**src/rtl/adder_seq_ctrl.sv**
```systemverilog
// Multi-precision add sequencer: one WIDTH-bit adder reused LSW first over WORDS cycles.
// Optional subtract mode (op_sub port) is enabled by defining ADD_SEQ_SUB_EN.

module adder_16bit #(
    parameter int WIDTH = 16
) (
    input  logic [WIDTH-1:0] a,
    input  logic [WIDTH-1:0] b,
    input  logic             cin,
    output logic [WIDTH-1:0] sum,
    output logic             cout,
    output logic             overflow
);
    logic [WIDTH:0] full;

    assign full     = {1'b0, a} + {1'b0, b} + {{WIDTH{1'b0}}, cin};
    assign sum      = full[WIDTH-1:0];
    assign cout     = full[WIDTH];
    // Signed overflow: same operand signs, different result sign.
    assign overflow = (a[WIDTH-1] == b[WIDTH-1]) && (sum[WIDTH-1] != a[WIDTH-1]);
endmodule

module adder_seq_ctrl #(
    parameter int WIDTH = 16,
    parameter int WORDS = 4
) (
    input  logic                   clk,
    input  logic                   rst,
    input  logic                   in_valid,
    output logic                   in_ready,
    input  logic [WORDS*WIDTH-1:0] a,
    input  logic [WORDS*WIDTH-1:0] b,
    input  logic                   cin,
`ifdef ADD_SEQ_SUB_EN
    input  logic                   op_sub,
`endif
    output logic                   out_valid,
    input  logic                   out_ready,
    output logic [WORDS*WIDTH-1:0] sum,
    output logic                   cout,
    output logic                   overflow,
    output logic                   busy
);
    localparam int IDX_W = (WORDS > 1) ? $clog2(WORDS) : 1;
    localparam logic [IDX_W-1:0] LAST_IDX = IDX_W'(WORDS - 1);

    typedef enum logic [1:0] {
        IDLE = 2'd0,
        RUN  = 2'd1,
        DONE = 2'd2
    } state_t;

    state_t                 state_reg;
    logic [IDX_W-1:0]       idx_reg;
    logic                   carry_reg;
    logic [WORDS*WIDTH-1:0] a_reg;
    logic [WORDS*WIDTH-1:0] b_reg;
    logic [WORDS*WIDTH-1:0] sum_reg;
    logic                   cout_reg;
    logic                   overflow_reg;
    logic                   out_valid_reg;
    logic                   in_ready_reg;
    logic                   busy_reg;

    logic                   sub_active;
    logic                   start_carry;
    logic                   accept;

`ifdef ADD_SEQ_SUB_EN
    logic sub_reg;
    assign sub_active  = sub_reg;
    // Subtraction is a + ~b + 1, so the external carry-in is ignored.
    assign start_carry = op_sub ? 1'b1 : cin;
`else
    assign sub_active  = 1'b0;
    assign start_carry = cin;
`endif

    logic [WIDTH-1:0] a_words [WORDS];
    logic [WIDTH-1:0] b_words [WORDS];

    generate
        for (genvar gi = 0; gi < WORDS; gi++) begin : g_words
            assign a_words[gi] = a_reg[gi*WIDTH +: WIDTH];
            assign b_words[gi] = b_reg[gi*WIDTH +: WIDTH] ^ {WIDTH{sub_active}};
        end
    endgenerate

    logic [WIDTH-1:0] add_sum;
    logic             add_cout;
    logic             add_overflow;

    adder_16bit #(
        .WIDTH (WIDTH)
    ) u_adder (
        .a        (a_words[idx_reg]),
        .b        (b_words[idx_reg]),
        .cin      (carry_reg),
        .sum      (add_sum),
        .cout     (add_cout),
        .overflow (add_overflow)
    );

    assign accept = in_valid && in_ready_reg;

    always_ff @(posedge clk) begin
        if (rst) begin
            state_reg     <= IDLE;
            idx_reg       <= '0;
            carry_reg     <= 1'b0;
            sum_reg       <= '0;
            cout_reg      <= 1'b0;
            overflow_reg  <= 1'b0;
            out_valid_reg <= 1'b0;
            in_ready_reg  <= 1'b1;
            busy_reg      <= 1'b0;
        end else begin
            case (state_reg)
                IDLE: begin
                    if (accept) begin
                        a_reg        <= a;
                        b_reg        <= b;
`ifdef ADD_SEQ_SUB_EN
                        sub_reg      <= op_sub;
`endif
                        carry_reg    <= start_carry;
                        idx_reg      <= '0;
                        state_reg    <= RUN;
                        in_ready_reg <= 1'b0;
                        busy_reg     <= 1'b1;
                    end
                end
                RUN: begin
                    sum_reg[idx_reg*WIDTH +: WIDTH] <= add_sum;
                    carry_reg <= add_cout;
                    if (idx_reg == LAST_IDX) begin
                        cout_reg      <= add_cout;
                        overflow_reg  <= add_overflow;
                        idx_reg       <= '0;
                        state_reg     <= DONE;
                        out_valid_reg <= 1'b1;
                    end else begin
                        idx_reg <= idx_reg + 1'b1;
                    end
                end
                DONE: begin
                    if (out_ready) begin
                        state_reg     <= IDLE;
                        out_valid_reg <= 1'b0;
                        in_ready_reg  <= 1'b1;
                        busy_reg      <= 1'b0;
                    end
                end
                default: begin
                    state_reg     <= IDLE;
                    out_valid_reg <= 1'b0;
                    in_ready_reg  <= 1'b1;
                    busy_reg      <= 1'b0;
                end
            endcase
        end
    end

    assign in_ready  = in_ready_reg;
    assign out_valid = out_valid_reg;
    assign sum       = sum_reg;
    assign cout      = cout_reg;
    assign overflow  = overflow_reg;
    assign busy      = busy_reg;
endmodule

```
**config.mk**
```make
export PLATFORM = sky130hd
export DESIGN_NAME = adder_seq_ctrl
export DESIGN_NICKNAME = d
export VERILOG_FILES = /design/src/rtl/adder_seq_ctrl.sv
export SDC_FILE = /design/constraint.sdc
export NUM_CORES = 1
export LEC_CHECK = 0
export CORE_ASPECT_RATIO = 1.2
export CORE_MARGIN = 2
export CORE_UTILIZATION = 53
export CTS_CLUSTER_DIAMETER = 60
export CTS_CLUSTER_SIZE = 20
export DETAILED_ROUTE_END_ITERATION = 6
export GPL_TIMING_DRIVEN = 0
export PLACE_DENSITY_LB_ADDON = 0.05
export SETUP_SLACK_MARGIN = 0.5
export SYNTH_ARGS = -nofsm -noshare
export SYNTH_HDL_FRONTEND = slang
export SYNTH_SLANG_ARGS = --single-unit
```
**constraint.sdc**
```tcl
create_clock -name clk -period 22.9 [get_ports clk]
set_input_delay 3.435 -clock clk [delete_from_list [all_inputs] [get_ports clk]]
set_output_delay 3.435 -clock clk [all_outputs]
set_load 0.005 [all_outputs]
```
==> impl_metrics.yaml <==
run_status:
  status: "complete, no violations"
cells_and_area:
  final_layout_size_suffix_gt1_share_pct: 9.89
  fillCellCount: 1037
  synthToLayoutAreaGrowth_pct: 34.6
  final_cells: 1003
  final-seq-area_um2: 5330
  antennaDiodeCount: 0
  layout.nets: 948
  multi_input_area_um2: 2700
cts:
  cts_setup_buffers: 0
  h-tree-depth: 1
  clkTransAtPathRegs_ps: 80
  clk_latency_ps: 480
  tritoncts_num_sinks: 202
  hold_buffers: 0
  post_cts_resized: 0
  clk_path_buf_depth: 3
  cts_root_buffer: "clkbuf_16"
  cts_buffers: 14
  cts_tree: "built"
logic_synthesis:
  synth.area.top_cells: "edfxtp_1 47%, dfxtp_1 18%, mux4_2 8.8%"
  synthArstFlopShare_pct: 0
  synth_warnings: 0
  synth_cell_types: 63
  ys_ff_latch: 202
  synth_enable_flop_cells: 128
  synthesis.area_um2: 8150
  yosysTopAreaCell: "edfxtp_1"
  synth_top_area_share_pct: 47.2
  synthCells: 565
  avgSynthCellArea_um2: 14.4
  syn-num-nets: 721
  seq_area_frac_synth_pct: 65.4
  ys.flop_type: "edfxtp_1"
global_routing:
  grt_pass1_vias: 5727
  antenna_found_initial: 0
  track_usage_pct: 22.7
  grt_pass1_wl_um: 29200
  overflow: 0
  grt_max_degree: 22
timing:
  clock_skew_ps: 22.1
  slew_headroom_pct: 34.8
  timing.final.crit_share_pct: 25.8
  worst_pin_slew_ps: 970
  setup_violations: 0
  max_freq_mhz: 169
  hold_viol_final: 0
  finalSetupTns_ps: 0
  drv_slew: 0
  period_minus_slack_ps: 5900
  rsz0062_at_grt: "no"
routing:
  drt_drc_violations_left: 0
  vias_per_cell: 5.74
  vias: 5757
  wl_met3_um: 1250
  firstDrtPassIters: 5
  avgRoutedWirePerCell_um: 18.8
  drtAntennaViolNets: 0
  wl_um: 18900
  wl_met1_um: 7600
  top_layer_used: "met4"
  drt_iter0_markers: 450
  wl_met2_um: 9660
worst_setup_path:
  crit_top_cell: "buf_6"
  cpPeakStageDelay_ps: 460
  crit_type: "in -> reg"
  cp_num_buf_inv: 9
  cp.arrival_ps: 6070
  startpoint_type: "input port"
  crit_fanout: 15
  slowest_stage: "nor3_2"
  worstSetupStartpoint: "rst"
  reg2reg_from: "idx_reg[1]"
  r2r_setup_slack_ps: 18980
  crit_path_end: "b_reg[13]"
  timing.rr.end: "sum[28]"
  cp.required_ps: 23070
  crit_family: "buffers and inverters"
  critPathCaptureType: "flop"
  critical_path_depth: 10
  cp_cell_sequence: "clkdlybuf4s50_1, clkbuf_1, clkbuf_1, nor3_2, buf_6, buf_6, buf_6, buf_6, buf_6, buf_6"
  ff2ff_path_depth: 9
floorplan:
  num_rows: 49
  io_pins: 202
  die_area_um2: 16400
  core_area_um2: 15000
  die_w_um: 117
  start_util_pct: 54.2
  die_h_um: 140
placed_design:
  place.gp.congestion: 0.876
  numPlacedInstances: 980
  detailed_place_hpwl_um: 14500
  io_buffers: 201
power_and_ir_drop:
  vdd_drop_max_mv: 0.0819
  powerDensity_nw_per_um2: 71.9
  p_leak_nw: 3.79
min_path:
  hold_class: "reg -> reg"
run:
  cap_violations: 0
layer usage:
metal	global-route usage [%]	vias up
li1	-	2679
met3	3.66	33
met2	39.4	238
met4	6.07	0
met1	29.6	2807
met5	0	-
area by class of cell:
| cell class | instances | area share (%) |
|---|---|---|
| timing repair buffer | 211 | 19.4 |
| tap | 204 | 2.33 |
| sequential | 202 | 48.6 |
| clock inverter | 4 | 0.388 |
| clock buffer | 19 | 3.56 |
| buffer | 21 | 0.822 |
| inverter | 11 | 0.377 |
| multi-input combinational | 331 | 24.6 |
cells in the mapped netlist (9+ instances only):
cell type	n
mux4_2	32
inv_1	11
o21ai_0	19
edfxtp_1	128
ha_1	21
dfxtp_1	74
nand2_1	42
a22oi_1	24
a21oi_1	29
nor2_1	41
clkbuf_1	11
nand3_1	9
a22o_1	12
power breakdown:
part           total [mW]  switching [mW]  internal (mW)  leakage [nW]
clock network       0.246           0.119          0.128         0.219
logic               0.134          0.0718         0.0627          1.79
registers           0.407         0.00509          0.402          1.78
worst register-to-register path, delay by kind of cell, from the launching register on:
family | cells | cell delay (ps)
mux | 1 | 440
buf+inv | 2 | 920
compound gates | 5 | 1530
fa+ha+maj | 1 | 470
flops | 1 | 410
cell usage in the layout (no fill, tap or decap), drive strengths merged, types with 8 or more instances in the layout:
master,instances
clkdlybuf4s50,201
edfxtp,128
dfxtp,74
nand2,43
nor2,41
mux4,32
clkbuf,31
a21oi,30
a22oi,24
o21ai,22
ha,21
buf,19
inv,13
a22o,12
nand3,9
o31ai,8
a32oi,8
a21o,8
how the worst min path moves through the flow:
stage	startpoint	to	slack, ps	cells after the start
6_report	sum[30]	sum[30]	450	2
3_5_place_dp	sum[59]	sum[59]	440	2
4_1_cts	sum[30]	sum[30]	460	2
5_1_grt	sum[59]	sum[59]	480	2
2_1_floorplan	sum[46]	sum[46]	440	2
3_3_place_gp	sum[57]	sum[57]	440	2
cells by family (layout without fill, tap and decap cells):
| family | after synthesis | after routing | synth area share [%] |
|---|---|---|---|
| and+or+nand+nor | 123 | 123 | 7.00 |
| DFF | 202 | 202 | 65.4 |
| muxes | 33 | 33 | 8.97 |
| adders and majority gates | 23 | 23 | 3.72 |
| AOI/OAI and AO/OA | 147 | 147 | 12.8 |
| xor gates and xnor gates | 5 | 5 | 0.538 |
| buffers and inverters | 32 | 266 | 1.61 |
per-stage QoR:
stage | total power, mW | instance area [µm²] | hold slack, ps | utilization, % | setup WS (ps)
2_1_floorplan | 0.494 | 8150 | 444 | - | 9540
3_3_place_gp | 0.546 | 10400 | 440 | 69.3 | 6430
3_5_place_dp | 0.548 | 10500 | 445 | 70.1 | 16550
4_1_cts | 0.791 | 11000 | 460 | 73.0 | 17020
5_1_grt | 0.816 | 11000 | 485 | 73.0 | 16810
6_report | 0.788 | 11000 | 455 | 73.0 | 17000
No activity file was read; power rests on OpenSTA's default activity.
